<file path="config.mk">
export PLATFORM = sky130hd
export DESIGN_NAME = core_boot_sequencer_flat
export DESIGN_NICKNAME = d
export VERILOG_FILES = /design/src/rtl/core_boot_sequencer_if.sv /design/src/rtl/core_boot_sequencer.sv /design/src/flat_wrapper.sv
export SDC_FILE = /design/constraint.sdc
export NUM_CORES = 1
export LEC_CHECK = 0
export ABC_AREA = 1
export CORE_MARGIN = 2
export CORE_UTILIZATION = 43
export CTS_CLUSTER_DIAMETER = 200
export DETAILED_ROUTE_END_ITERATION = 10
export PLACE_DENSITY = 0.81
export SYNTH_ARGS = -nofsm -noshare
export SYNTH_HDL_FRONTEND = slang
export SYNTH_SLANG_ARGS = --single-unit
</file>
<file path="constraint.sdc">
create_clock -name clk -period 2.5 [get_ports clk]
set_input_delay 0.75 -clock clk [delete_from_list [all_inputs] [get_ports clk]]
set_output_delay 0.75 -clock clk [all_outputs]
set_load 0.02 [all_outputs]
</file>
<file path="src/rtl/core_boot_sequencer_if.sv">
// rtl/core_boot_sequencer_if.sv - network packet types and the boot sequencer's ROM/dmem/network bus
package core_boot_sequencer_pkg;
    localparam logic [2:0] OP_NULL  = 3'd0;
    localparam logic [2:0] OP_INSTR = 3'd1;
    localparam logic [2:0] OP_REG   = 3'd2;
    localparam logic [2:0] OP_BAR   = 3'd3;
    localparam logic [2:0] OP_PC    = 3'd4;

    typedef struct packed {
        logic [2:0]  net_op;
        logic [9:0]  net_id;
        logic [9:0]  net_addr;
        logic [31:0] net_data;
    } net_packet_s;
endpackage

interface core_boot_sequencer_if;
    logic [9:0]                           img_addr_o;
    logic [1:0]                           img_sel_o;
    logic [39:0]                          img_data_i;
    logic                                 dmem_valid_o;
    logic [31:0]                          dmem_addr_o;
    logic [31:0]                          dmem_wdata_o;
    logic                                 dmem_ready_i;
    core_boot_sequencer_pkg::net_packet_s net_packet_o;

    modport master (
        output img_addr_o, img_sel_o, dmem_valid_o, dmem_addr_o, dmem_wdata_o, net_packet_o,
        input  img_data_i, dmem_ready_i
    );

    modport slave (
        input  img_addr_o, img_sel_o, dmem_valid_o, dmem_addr_o, dmem_wdata_o, net_packet_o,
        output img_data_i, dmem_ready_i
    );
endinterface

</file>
<file path="src/rtl/core_boot_sequencer.sv">
// rtl/core_boot_sequencer.sv - boot engine: data image into dmem, instr/reg images to the core as packets
module core_boot_sequencer
    import core_boot_sequencer_pkg::*;
#(
    parameter int          DATA_DEPTH_P  = 1024,
    parameter int          INSTR_DEPTH_P = 1024,
    parameter int          REG_DEPTH_P   = 64,
    parameter logic [9:0]  CORE_ID_P     = 10'h001,
    parameter logic [9:0]  BAR_ADDR_P    = 10'd24,
    parameter logic [31:0] BAR_MASK_P    = 32'h2,
    parameter logic [31:0] START_PC_P    = 32'h0
) (
    input  logic                  clk,
    input  logic                  reset,
    input  logic                  start_i,
    core_boot_sequencer_if.master bus,
    output logic                  busy_o,
    output logic                  done_o
);
    localparam int DW = $clog2(DATA_DEPTH_P) + 1;
    localparam int IW = $clog2(INSTR_DEPTH_P) + 1;
    localparam int RW = $clog2(REG_DEPTH_P) + 1;

    localparam logic [DW-1:0] D_LAST = DW'(DATA_DEPTH_P - 1);
    localparam logic [IW-1:0] I_LAST = IW'(INSTR_DEPTH_P - 1);
    localparam logic [RW-1:0] R_LAST = RW'(REG_DEPTH_P - 1);

    localparam logic [1:0] SEL_DATA  = 2'd0;
    localparam logic [1:0] SEL_INSTR = 2'd1;
    localparam logic [1:0] SEL_REG   = 2'd2;

    localparam logic [2:0] S_IDLE  = 3'd0;
    localparam logic [2:0] S_DMEM  = 3'd1;
    localparam logic [2:0] S_INSTR = 3'd2;
    localparam logic [2:0] S_REG   = 3'd3;
    localparam logic [2:0] S_BAR   = 3'd4;
    localparam logic [2:0] S_PC    = 3'd5;
    localparam logic [2:0] S_DONE  = 3'd6;

    localparam net_packet_s IDLE_PKT = {OP_NULL, CORE_ID_P, 10'd0, 32'd0};
    localparam net_packet_s DONE_PKT = {OP_NULL, CORE_ID_P, BAR_ADDR_P, 32'hFFFF_FFFE};

    logic [2:0]    state_q, state_d;
    logic [DW-1:0] d_cnt_q, d_cnt_d;
    logic [IW-1:0] i_cnt_q, i_cnt_d;
    logic [RW-1:0] r_cnt_q, r_cnt_d;
    logic          pend_q, pend_d;
    net_packet_s   pkt_q, pkt_d;
    logic          busy_q, busy_d;
    logic          done_q, done_d;
    logic          d_take;
    logic [9:0]    img_addr;
    logic [1:0]    img_sel;
    logic          unused_img_bits;

    // pend_q: the word at the phase counter is on img_data_i this cycle.
    // The issued address is whichever word is needed next cycle, so a stalled
    // write re-reads its own word and the last element issues the next phase.
    always_comb begin
        state_d  = state_q;
        d_cnt_d  = d_cnt_q;
        i_cnt_d  = i_cnt_q;
        r_cnt_d  = r_cnt_q;
        pend_d   = 1'b0;
        pkt_d    = IDLE_PKT;
        busy_d   = busy_q;
        done_d   = done_q;
        d_take   = 1'b0;
        img_addr = 10'd0;
        img_sel  = SEL_DATA;
        case (state_q)
            S_IDLE: begin
                if (start_i) begin
                    state_d = S_DMEM;
                    busy_d  = 1'b1;
                end
            end
            S_DMEM: begin
                pend_d   = 1'b1;
                d_take   = pend_q && bus.dmem_ready_i;
                img_addr = 10'(d_cnt_q);
                if (d_take) begin
                    if (d_cnt_q == D_LAST) begin
                        state_d  = S_INSTR;
                        img_sel  = SEL_INSTR;
                        img_addr = 10'd0;
                    end else begin
                        d_cnt_d  = d_cnt_q + DW'(1);
                        img_addr = 10'(d_cnt_d);
                    end
                end
            end
            S_INSTR: begin
                pend_d   = 1'b1;
                img_sel  = SEL_INSTR;
                img_addr = 10'(i_cnt_q);
                if (pend_q) begin
                    pkt_d = {OP_INSTR, CORE_ID_P, 10'(i_cnt_q), 16'd0, bus.img_data_i[15:0]};
                    if (i_cnt_q == I_LAST) begin
                        state_d  = S_REG;
                        img_sel  = SEL_REG;
                        img_addr = 10'd0;
                    end else begin
                        i_cnt_d  = i_cnt_q + IW'(1);
                        img_addr = 10'(i_cnt_d);
                    end
                end
            end
            S_REG: begin
                pend_d   = 1'b1;
                img_sel  = SEL_REG;
                img_addr = 10'(r_cnt_q);
                if (pend_q) begin
                    pkt_d = {OP_REG, CORE_ID_P, 4'd0, bus.img_data_i[37:32], bus.img_data_i[31:0]};
                    if (r_cnt_q == R_LAST) begin
                        state_d  = S_BAR;
                        pend_d   = 1'b0;
                        img_addr = 10'd0;
                    end else begin
                        r_cnt_d  = r_cnt_q + RW'(1);
                        img_addr = 10'(r_cnt_d);
                    end
                end
            end
            S_BAR: begin
                pkt_d   = {OP_BAR, CORE_ID_P, BAR_ADDR_P, BAR_MASK_P};
                state_d = S_PC;
            end
            S_PC: begin
                pkt_d   = {OP_PC, CORE_ID_P, 10'd0, START_PC_P};
                state_d = S_DONE;
            end
            S_DONE: begin
                pkt_d  = DONE_PKT;
                done_d = 1'b1;
                busy_d = 1'b0;
            end
            default: state_d = S_IDLE;
        endcase
    end

    always_ff @(posedge clk) begin
        if (reset) begin
            state_q <= S_IDLE;
            d_cnt_q <= '0;
            i_cnt_q <= '0;
            r_cnt_q <= '0;
            pend_q  <= 1'b0;
            pkt_q   <= IDLE_PKT;
            busy_q  <= 1'b0;
            done_q  <= 1'b0;
        end else begin
            state_q <= state_d;
            d_cnt_q <= d_cnt_d;
            i_cnt_q <= i_cnt_d;
            r_cnt_q <= r_cnt_d;
            pend_q  <= pend_d;
            pkt_q   <= pkt_d;
            busy_q  <= busy_d;
            done_q  <= done_d;
        end
    end

    assign bus.img_addr_o   = img_addr;
    assign bus.img_sel_o    = img_sel;
    assign bus.dmem_valid_o = (state_q == S_DMEM) && pend_q;
    assign bus.dmem_addr_o  = {30'(d_cnt_q), 2'b00};
    assign bus.dmem_wdata_o = bus.img_data_i[31:0];
    assign bus.net_packet_o = pkt_q;
    assign busy_o           = busy_q;
    assign done_o           = done_q;
    assign unused_img_bits  = ^bus.img_data_i[39:38];
endmodule

</file>
<file path="src/flat_wrapper.sv">
// flat-port wrapper written by rule: the top's interface ports become plain ports
module core_boot_sequencer_flat import core_boot_sequencer_pkg::*;
#(
    parameter int          DATA_DEPTH_P  = 1024,
    parameter int          INSTR_DEPTH_P = 1024,
    parameter int          REG_DEPTH_P   = 64,
    parameter logic [9:0]  CORE_ID_P     = 10'h001,
    parameter logic [9:0]  BAR_ADDR_P    = 10'd24,
    parameter logic [31:0] BAR_MASK_P    = 32'h2,
    parameter logic [31:0] START_PC_P    = 32'h0
)
  (clk, reset, start_i, busy_o, done_o, bus_img_addr_o, bus_img_sel_o, bus_dmem_valid_o, bus_dmem_addr_o, bus_dmem_wdata_o, bus_net_packet_o, bus_img_data_i, bus_dmem_ready_i);
  core_boot_sequencer_if bus_i ();
  input  logic clk;
  input  logic reset;
  input  logic start_i;
  output logic busy_o;
  output logic done_o;
  output wire logic [$bits(bus_i.img_addr_o)-1:0] bus_img_addr_o;
  output wire logic [$bits(bus_i.img_sel_o)-1:0] bus_img_sel_o;
  output wire logic [$bits(bus_i.dmem_valid_o)-1:0] bus_dmem_valid_o;
  output wire logic [$bits(bus_i.dmem_addr_o)-1:0] bus_dmem_addr_o;
  output wire logic [$bits(bus_i.dmem_wdata_o)-1:0] bus_dmem_wdata_o;
  output wire logic [$bits(bus_i.net_packet_o)-1:0] bus_net_packet_o;
  input wire logic [$bits(bus_i.img_data_i)-1:0] bus_img_data_i;
  input wire logic [$bits(bus_i.dmem_ready_i)-1:0] bus_dmem_ready_i;
  assign bus_img_addr_o = bus_i.img_addr_o;
  assign bus_img_sel_o = bus_i.img_sel_o;
  assign bus_dmem_valid_o = bus_i.dmem_valid_o;
  assign bus_dmem_addr_o = bus_i.dmem_addr_o;
  assign bus_dmem_wdata_o = bus_i.dmem_wdata_o;
  assign bus_net_packet_o = bus_i.net_packet_o;
  assign bus_i.img_data_i = bus_img_data_i;
  assign bus_i.dmem_ready_i = bus_dmem_ready_i;
  core_boot_sequencer #(.DATA_DEPTH_P(DATA_DEPTH_P), .INSTR_DEPTH_P(INSTR_DEPTH_P), .REG_DEPTH_P(REG_DEPTH_P), .CORE_ID_P(CORE_ID_P), .BAR_ADDR_P(BAR_ADDR_P), .BAR_MASK_P(BAR_MASK_P), .START_PC_P(START_PC_P)) u_core (.clk(clk), .reset(reset), .start_i(start_i), .bus(bus_i), .busy_o(busy_o), .done_o(done_o));
endmodule
</file>
==> results of run 1 <==
-- cell type report --
class	instances	area share [%]
Clock buffer	10	2.05
Sequential cell	80	24.1
Multi-Input combinational cell	374	32.7
Tap cell	129	2.40
Inverter	43	2.66
Clock inverter	6	1.10
Timing Repair Buffer	266	34.9
-- layer usage --
layer	routed length (um)	share of wire [%]	vias to the layer above
li1	-	-	2152
met1	5340	40	2129
met2	6860	51	196
met3	930	7.0	20
met4	212	1.6	0
met5	0	0	-
-- report_power, final --
part | total (mW) | leakage, nW | internal, mW | switching [mW]
Clock | 1.03 | 0.101 | 0.503 | 0.523
Sequential | 1.44 | 0.652 | 1.37 | 0.0699
Combinational | 1.56 | 2.08 | 0.671 | 0.889
-- cell usage in the layout, fill, tap and decap left out, drive strengths merged, types with 6 or more instances in the layout --
cell           instances
conb                  31
nor3                   6
a21oi                 63
dlygate4sd2           32
o211ai                 8
nand4                  7
nand2                126
nor2                  49
clkdlybuf4s50         97
xor2                   7
buf                  137
o21ai                 19
nand3                 31
dfxtp                 80
clkbuf                10
inv                   45
-- worst paths after layout --
path | startpoint | to | depth (start not counted) | slack (ns)
max | u_core.i_cnt_q[1]$_SDFFE_PP0P_ | u_core.i_cnt_q[5]$_SDFFE_PP0P_ | 18 | -0.13
min | u_core.r_cnt_q[3]$_SDFFE_PP0P_ | u_core.r_cnt_q[3]$_SDFFE_PP0P_ | 2 | 0.47
max reg2reg | u_core.i_cnt_q[1]$_SDFFE_PP0P_ | u_core.i_cnt_q[5]$_SDFFE_PP0P_ | 18 | -0.13
min reg2reg | u_core.r_cnt_q[3]$_SDFFE_PP0P_ | u_core.r_cnt_q[3]$_SDFFE_PP0P_ | 2 | 0.47
-- worst max-delay path: stages, from the launching register on --
cell and delay, ns:
dfxtp_4 0.38, buf_6 0.10, nand3_2 0.11, nor2_4 0.15
inv_1 0.09, o21ai_2 0.17, nand3_4 0.09, buf_4 0.14
buf_4 0.12, buf_4 0.12, buf_4 0.13, buf_4 0.12
buf_4 0.12, buf_4 0.12, buf_4 0.12, buf_4 0.12
buf_4 0.12, buf_4 0.12, a21oi_1 0.13
-- cell families after synthesis --
logic type / Yosys count / share of synthesized area [%]
compound gates: 107 / 14.4
flops: 80 / 38.4
fa+ha+maj: 3 / 0.901
xor+xnor: 9 / 1.89
other cells: 2 / 0.180
buf+inv: 127 / 18.6
simple gates: 224 / 25.6
-- registers in the layout (all words and copies together) (netlist names) --
name                     flops
u_core.bus.net_packet_o     45
u_core.busy_o                1
u_core.pend_q                1
u_core.state_q               3
u_core.i_cnt_q              11
u_core.r_cnt_q               7
u_core.d_cnt_q              11
u_core.done_o                1
-- metrics by stage --
| stage | setup slack (ns) | setup TNS, ns | util, % | cell area (um2) | cells |
|---|---|---|---|---|---|
| 4_1_cts | -0.0747 | -0.342 | 70.3 | 6560 | 903 |
| 3_3_place_gp | -0.783 | -10.73 | 64.2 | 5980 | 865 |
| 5_1_grt | -0.198 | -1.88 | 72.0 | 6710 | 908 |
| 3_5_place_dp | -0.820 | -11.07 | 64.2 | 5980 | 865 |
| 2_1_floorplan | 0.0799 | 0 | - | 4280 | 581 |
| 6_report | -0.131 | -0.856 | 72.0 | 6710 | 908 |
-- timing repair --
action	4_1_cts	5_1_grt
gates cloned	1	0
endpoints found under the setup margin	45	14
gates resized for setup	173	37
hold buffers	0	0
pin swaps	27	15
buffers inserted	21	5
==> run summary, run 1 <==
Area occupied by multi-input gates = 0.00220 mm2
Slew HR = 56.1%
Wire length of the first global-routing pass = 19800 um
Commonest cells post-synth = nand2_1 (122), dfxtp_1 (80), buf_4 (67)
Final WS setup = -0.131 ns
MaxCap Viol Count = 0
Site Rows = 35
Layout overhead on the synthesized area = 61.1%
RSZ-0062 raised after global routing = true
Via count = 4497
Hpwl dp = 9390 um
Critical Path RT = 2.79 ns
Synth top area share = 38.4%
RD Place Congestion = 0.895
Cell count after synthesis = 552
I/O pin count = 178
Slew @ Worst Pin = 0.655 ns
Yosys warning total = 0
Final period utilization = 105%
Clk_lat worst skew = 0.37 ns
Initial antenna violation count = 0
Yosys reg bits = 80
# port buffers = 144
1st-iter DRT viols = 225
CTS tree = done
Final net count = 821
Clk sink count = 80
Core ar. = 0.00933 mm2
Die area = 0.0105 mm2
H-tree Lvls = 3
Fmax = 0.380 GHz
Initial DRT Pass Iterations = 5
Clock period minus worst slack = 2.63 ns
Clock Tree Root = clkbuf_8
# fillers = 709
Seq. cell area = 0.00162 mm2
Grt met2 use = 44.4%
Total track usage = 24.2%
PD cells = 600 mW/mm2
Area of the mapped netlist = 0.00417 mm2
GR peak layer = met2
Post-Route WL = 13300 um
Final Max Tran Viols = 0
Yosys top cell by area = dfxtp_1
Ys async rst share = 0%
Peak supply drop = 0.412 mV
Die X = 102 um
Post-synth EDFFs = 0
Clock buffer depth = 2
Type of the worst min-delay path = reg -> reg
Met1 Use GR = 28.7%
Clock transition at path regs = 0.09 ns
Detail Route Antenna Nets = 0
Via density = 4.95
Met3 Use GR = 4.10%
Largest net degree at the start of global routing = 63
Sequential area share after synthesis = 38.4%
Final hold slack = 0.467 ns
Failing checks = setup timing
Drt wl/cell = 14.7 um
GR Overflow Total = 0
Netlist cell types = 42
Most frequent cell after synthesis = nand2_1
Avg Inst Size Synth = 7.55 um2
Leak = 2.83 nW
Critical setup path kind = reg -> reg
Total power = 4.03 mW
Vias in the first global route = 4147
Endpoints failing hold = 0
Critical path peak fanout = 3
WP data arrival = 2.92 ns
Starting Density = 44.7%
DIE HEIGHT = 102 um
Final setup vio count = 11
Status = finished, violations left
CP Launch Type = register
Clock skew = 0.0156 ns
CTS buffer count = 9
Layout cells sized above 1 = 31.3%
Top post-synthesis cells by area = dfxtp_1 (38%), buf_4 (12%), nand2_1 (11%), a21oi_1 (7.6%), nor2_1 (3.6%)
Ys flop type = dfxtp_1
Worst setup EP type = register
Antenna fix cells = 0
# DRC = 0
Note: power is estimated with default switching activity, not from simulation.
==> inputs of run 2 (changes only) <==
- ABC_CLOCK_PERIOD_IN_PS: not set -> 2130
- CORE_UTILIZATION: 43 -> 39
- PLACE_DENSITY: 0.81 -> 0.78
- clock period: 2.5 -> 2.13 ns (I/O delays scaled with it)
==> run 2 against run 1 <==
Compared with the run above: the flow still finishes with violations (setup timing); register-to-register slack better by 0.27 ns; die area is 9.8% higher; sequential share of layout area fell by 0.69 points; core utilization down 5.0 points; clock power increased by 22%; combinational power grew 31%; total power grew 24%; via count increased by 4.0%; first-iteration DRC count up 44%; global-route usage shrank 0.51 points; highest routed layer unchanged.
==> run summary, run 2 (synthesis results as in run 1) <==
Status = finished, violations left
Failing checks = setup timing
FF-to-FF path depth = 16 (-2)
Most common cell after layout, fill and taps aside = buf_4
Critical path peak fanout = 3 (unchanged)
Initial DRT Pass Iterations = 5 (unchanged)
Commonest non-fill, non-tap cells in the layout = buf_4 (136), nand2_1 (101), clkdlybuf4s50_1 (93)
Type of the worst min-delay path = reg -> reg
Net Switching = 1.79 mW (+21%)
Clock buffer depth = 2 (unchanged)
Largest net degree at the start of global routing = 34 (-46%)
PD cells = 718 mW/mm2 (+20%)
# port buffers = 144 (unchanged)
Final Max Tran Viols = 0 (unchanged)
Clk_lat worst skew = 0.36 ns (about the same)
Final WS setup = -0.359 ns (-0.228 ns)
Layout cells sized above 1 = 34.6% (+3.3 points)
Final instance area = 0.00695 mm2 (+3.5%)
Reg-to-Reg End = u_core.state_q[2]$_SDFFE_PP0P_
Peak supply drop = 0.371 mV (-10%)
CTS tree = done
Core ar. = 0.0104 mm2 (+11%)
WP data arrival = 1.85 ns (-1.07 ns)
Core Util, Final = 67.0% (-5.0 points)
Internal = 3.20 mW (+26%)
Die X = 107 um (+4.8%)
Antenna fix cells = 0 (unchanged)
Critical setup path kind = reg -> out
Hold path depth = 2 (unchanged)
Sequential power share = 33.9% (-1.9 points)
GR Overflow Total = 0 (unchanged)
H-tree Lvls = 3 (unchanged)
Final hold slack = 0.475 ns (+0.00864 ns)
Clock power share = 25.2% (-0.3 points)
Post-Place Cell Area = 0.00620 mm2 (+3.5%)
DIE HEIGHT = 107 um (+4.8%)
# DRC = 0 (unchanged)
CTS buffer count = 9 (unchanged)
Post-Route Setup TNS = -3.61 ns (-2.75 ns)
Wire length of the first global-routing pass = 21600 um (+9.0%)
Starting Density = 40.2% (-4.5 points)
MaxCap Viol Count = 0 (unchanged)
Hold-fix buffers, CTS = 0 (unchanged)
FF-to-FF setup slack = 0.14 ns (+0.27 ns)
Final net count = 840 (+2.3%)
Post-Place Cells = 897 (+3.7%)
Detail Route Antenna Nets = 0 (unchanged)
Post-Route WL = 14500 um (+8.4%)
Die area = 0.0115 mm2 (+9.8%)
Layout overhead on the synthesized area = 66.8%
Final period utilization = 117%
Clock Tree Root = clkbuf_8
Worst setup EP type = primary output
Total track usage = 23.7% (-0.51 points)
Endpoints failing hold = 0 (unchanged)
Clock period minus worst slack = 2.49 ns
Leak = 3.00 nW (+5.9%)
Min-delay src = u_core.r_cnt_q[3]$_SDFFE_PP0P_
CP Launch Type = register
Clock skew = 0.0107 ns (-0.00489 ns)
Initial antenna violation count = 0 (unchanged)
Vias in the first global route = 4535 (+9.4%)
1st-iter DRT viols = 325 (+44%)
RD Place Congestion = 0.888 (-0.79%)
Clk sink count = 80 (unchanged)
Via count = 4677 (+4.0%)
Hpwl dp = 10100 um (+7.0%)
I/O pin count = 178 (unchanged)
Switching Fraction = 35.8% (-0.96 points)
# fillers = 813 (+15%)
Worst reg2reg path startpoint = u_core.r_cnt_q[0]$_SDFFE_PP0P_
Site Rows = 37 (+5.7%)
RSZ-0062 raised after global routing = true
Via density = 5.01 (+1.1%)
Worst Hold Endpoint = u_core.r_cnt_q[3]$_SDFFE_PP0P_
Fmax = 0.402 GHz
Layout Cells excl Fill = 934 (+2.9%)
Final setup vio count = 12 (+1)
Drt wl/cell = 15.5 um (+5.4%)
Combinational power share = 40.9% (+2.2 points)
Max reg flops = 45 (unchanged)
Clock transition at path regs = 0.08 ns (about the same)
Critical Path RT = 1.49 ns (-1.30 ns)
## run 2: cell types whose count changed in the layout (fill, tap and decap cells not counted), sizes merged, moves of 2 or more
cell	before	now
clkbuf	10	12
inv	45	42
dlymetal6s2s	0	2
clkdlybuf4s50	97	93
dlygate4sd2	32	24
buf	137	155
clkdlybuf4s15	0	10
## run 2: through the flow
stage / worst slack, ns / total power, mW
3_3_place_gp: -0.901 / 3.49
5_1_grt: -0.417 / 5.23
4_1_cts: -0.361 / 4.86
2_1_floorplan: 0.000134 / 2.73
3_5_place_dp: -0.939 / 3.53
6_report: -0.359 / 4.99
## run 2: repair_timing
action                                  in CTS  in global routing
pin swaps                                   22                 29
buffers inserted                            17                  7
gates cloned                                 1                  0
gates resized for setup                    166                 75
endpoints found under the setup margin      46                 28
## run 2: worst max path at each step
stage	slack, ns	endpoint	from	depth (start not counted)
after detailed placement	-0.94	bus_img_addr_o[0]	bus_dmem_ready_i	8
after floorplan	0.0001	bus_img_addr_o[0]	u_core.d_cnt_q[0]$_SDFFE_PP0P_	8
final	-0.36	bus_img_addr_o[3]	u_core.i_cnt_q[0]$_SDFFE_PP0P_	10
after CTS	-0.36	bus_img_addr_o[5]	u_core.i_cnt_q[1]$_SDFFE_PP0P_	11
after global placement	-0.90	bus_img_addr_o[0]	bus_dmem_ready_i	8
after global routing	-0.42	bus_img_addr_o[0]	u_core.i_cnt_q[0]$_SDFFE_PP0P_	10
## run 2: final cells by class
class,count,area (um2),share of cell area [%]
clock buffer,11,141,2.03
clock inverter,5,80.1,1.15
inverter,43,181,2.61
multi-input combinational,374,2250,32.4
sequential,80,1630,23.4
tap,136,170,2.45
timing repair buffer,285,2500,35.9
## run 2: critical path: stages, from the launching register on
cell     delay (ns)
dfxtp_2        0.36
ha_4           0.17
nand2_4        0.06
nor2_4         0.13
nand3_4        0.10
nand2_4        0.13
buf_6          0.11
nor2_4         0.04
nor2_2         0.13
nand3_1        0.11
buf_6          0.15
## run 2: layer usage
layer / GRT usage (%) / up-vias / share of wire [%] / wire (um)
met1: 25.8 / 2178 / 37 / 5300
met2: 42.5 / 256 / 51 / 7360
met3: 4.78 / 54 / 8.7 / 1260
li1: - / 2189 / - / -
met5: 0 / - / 0 / 0
met4: 13.7 / 0 / 3.8 / 548
## run 2: power by group through the flow
| stage | logic, mW | clock network [mW] | registers [mW] |
|---|---|---|---|
| 3_5_place_dp | 1.82 | 0 | 1.71 |
| 4_1_cts | 1.90 | 1.28 | 1.68 |
| 5_1_grt | 2.18 | 1.35 | 1.70 |
| 2_1_floorplan | 0.930 | 0 | 1.80 |
| 6_report | 2.04 | 1.26 | 1.69 |
| 3_3_place_gp | 1.78 | 0 | 1.70 |
==> inputs of run 3 (changes only) <==
--- a/config.mk
+++ b/config.mk
@@ -13,3 +13,3 @@
 export DETAILED_ROUTE_END_ITERATION = 10
-export PLACE_DENSITY = 0.78
+export PLACE_DENSITY = 0.84
 export SYNTH_ARGS = -nofsm -noshare
==> constraint.sdc (replaced) <==
create_clock -name clk -period 2.13 [get_ports clk]
set_input_delay 0.426 -clock clk [delete_from_list [all_inputs] [get_ports clk]]
set_output_delay 0.426 -clock clk [all_outputs]
set_load 0.02 [all_outputs]
==> run 3 against run 2 <==
Compared with the run above: the run still ends with setup timing left; sequential share of layout area rose by 0.73 points; core utilization fell by 2.1 points; maximum frequency increased by 7.0%; critical path depth shrank 2; clock power up 6%; first-iteration DRC count decreased by 0.62%; hold slack got worse by 0.014 ns; sequential power about the same.
==> run summary, run 3 (synthesis results as in run 1) <==
Total power = 4.95 mW (-0.77%)
Post-Place Cells = 876 (-2.3%)
Vias in the first global route = 4316 (-4.8%)
Layout Cells excl Fill = 907 (-2.9%)
Final setup vio count = 9 (-3)
CTS buffer count = 9 (unchanged)
WP data arrival = 1.90 ns (+0.05 ns)
Peak supply drop = 0.454 mV (+23%)
CP Launch Type = register
Hold path depth = 2 (unchanged)
DIE HEIGHT = 107 um (unchanged)
Total track usage = 22.4% (-1.3 points)
Fmax = 0.430 GHz (+7.0%)
CP Buf/Inv Count = 2 (unchanged)
Critical path peak fanout = 3 (unchanged)
Clock period minus worst slack = 2.33 ns (-0.162 ns)
# port buffers = 144 (unchanged)
Final WS setup = -0.197 ns (+0.162 ns)
Slew @ Worst Pin = 0.654 ns
Starting Density = 40.2% (unchanged)
Detail Route Antenna Nets = 0 (unchanged)
Clock skew = 0.0108 ns (+0.0000258 ns)
I/O pin count = 178 (unchanged)
Via count = 4677 (unchanged)
Core ar. = 0.0104 mm2 (unchanged)
Wire length of the first global-routing pass = 20500 um (-5.4%)
Delay-heaviest family, CP = simple AND/OR/NAND/NOR gates
Die area = 0.0115 mm2 (unchanged)
Layout overhead on the synthesized area = 61.6%
Clk_lat worst skew = 0.36 ns (about the same)
Initial antenna violation count = 0 (unchanged)
GR Overflow Total = 0 (unchanged)
Die X = 107 um (unchanged)
RSZ-0062 raised after global routing = true
Critical Path RT = 1.70 ns (+0.21 ns)
Final net count = 813 (-3.2%)
CTS tree = done
Worst Hold Endpoint = u_core.done_o$_SDFFE_PP0P_
Max reg flops = 45 (unchanged)
Post-Route Setup TNS = -1.09 ns (+2.52 ns)
RD Place Congestion = 0.863 (-2.8%)
Drt wl/cell = 16.1 um (+3.9%)
MaxCap Viol Count = 0 (unchanged)
Most common cell after layout, fill and taps aside = clkdlybuf4s50_1
Clk sink count = 80 (unchanged)
Worst reg2reg path startpoint = u_core.i_cnt_q[1]$_SDFFE_PP0P_
Endpoints failing hold = 0 (unchanged)
Cell Chain, Critical Path = ha_4, nand3_1, buf_4, nor2_2, xor2_1, nand2_1, nand4_1, buf_6
Clock Tree Root = clkbuf_8
Worst setup EP type = primary output
Critical setup path kind = reg -> out
H-tree Lvls = 3 (unchanged)
Slew HR = 56.1%
Reg-to-Reg End = u_core.state_q[2]$_SDFFE_PP0P_
Largest stage delay, worst path = 0.38 ns (+0.02 ns)
Min-delay src = u_core.done_o$_SDFFE_PP0P_
FF-to-FF setup slack = 0.49 ns (+0.35 ns)
Core Util, Final = 64.9% (-2.1 points)
Post-Route WL = 14600 um (+0.86%)
Clock transition at path regs = 0.09 ns (about the same)
Antenna fix cells = 0 (unchanged)
Final instance area = 0.00673 mm2 (-3.1%)
FF-to-FF path depth = 12 (-4)
Slowest CP cell = dfxtp_2
Initial DRT Pass Iterations = 7 (+2)
Layout cells sized above 1 = 31.5% (-3.1 points)
# DRC = 0 (unchanged)
Via density = 5.16 (+3.0%)
Type of the worst min-delay path = reg -> reg
Commonest non-fill, non-tap cells in the layout = clkdlybuf4s50_1 (129), nand2_1 (109), buf_4 (109)
1st-iter DRT viols = 323 (-0.62%)
Failing checks = setup timing
PD cells = 735 mW/mm2 (+2.4%)
Leak = 2.76 nW (-8.1%)
Final period utilization = 109% (-7.6 points)
Largest net degree at the start of global routing = 39 (+15%)
Site Rows = 37 (unchanged)
Final Max Tran Viols = 0 (unchanged)
Hpwl dp = 9530 um (-5.2%)
Status = finished, violations left
Post-Place Cell Area = 0.00602 mm2 (-2.8%)
Clock buffer depth = 2 (unchanged)
## run 3: changes by cell type in the layout (fill, tap and decap cells not counted), sizes merged, moves of 2 or more
cell           before  now
inv                42   45
dlygate4sd2        24    1
dlymetal6s2s        2    0
buf               155  127
clkbuf             12   10
clkdlybuf4s50      93  129
clkdlybuf4s15      10    0
## run 3: how the worst max path moves through the flow
stage	from	to	slack, ns	cells past startpoint
4_1_cts	u_core.i_cnt_q[1]$_SDFFE_PP0P_	bus_img_addr_o[0]	-0.19	10
6_report	u_core.i_cnt_q[1]$_SDFFE_PP0P_	bus_img_addr_o[6]	-0.20	8
5_1_grt	u_core.state_q[1]$_SDFFE_PP0P_	bus_img_addr_o[0]	-0.31	8
2_1_floorplan	u_core.d_cnt_q[0]$_SDFFE_PP0P_	bus_img_addr_o[0]	0.11	8
3_3_place_gp	bus_dmem_ready_i	bus_img_sel_o[0]	-0.60	6
3_5_place_dp	bus_dmem_ready_i	bus_img_sel_o[0]	-0.64	6
## run 3: repair_timing
action | in CTS | in global routing
gates resized for setup | 95 | 79
hold buffers | 0 | 0
buffers inserted | 9 | 5
setup endpoints to repair | 13 | 13
pin swaps | 17 | 24
cloned | 1 | 0
## run 3: final cells by class
type	count	area, um2
flip-flops and latches	80	1630
multi-input cells	374	2210
repair buffers	257	2300
well taps	136	170
inverters	43	181
clock buffers	10	138
repair inverters	1	7.51
clock inverters	6	97.6
fillers	813	3640
## run 3: per-layer routing
layer / up-vias / part of all wire (%) / global-route usage (%)
met4: 0 / 4.3 / 11.2
li1: 2145 / - / -
met1: 2176 / 37 / 26.5
met3: 56 / 8.4 / 3.27
met2: 300 / 50 / 39.6
met5: - / 0 / 0
## run 3: worst min-delay path, stage by stage (launching register included)
cell	delay, ns
dfxtp_1	0.32
nand2_1	0.06
a21oi_1	0.05
## run 3: per-stage QoR
step / hold WS (ns) / setup slack [ns]
after CTS: 0.468 / -0.185
after detailed placement: 0.455 / -0.643
after global routing: 0.496 / -0.313
final: 0.462 / -0.197
after floorplan: 0.425 / 0.112
after global placement: 0.443 / -0.605
## run 3: power breakdown
part	switching [mW]	internal, mW
Clock	0.619	0.711
Combinational	1.10	0.821
Sequential	0.0815	1.61
Total	1.80	3.15
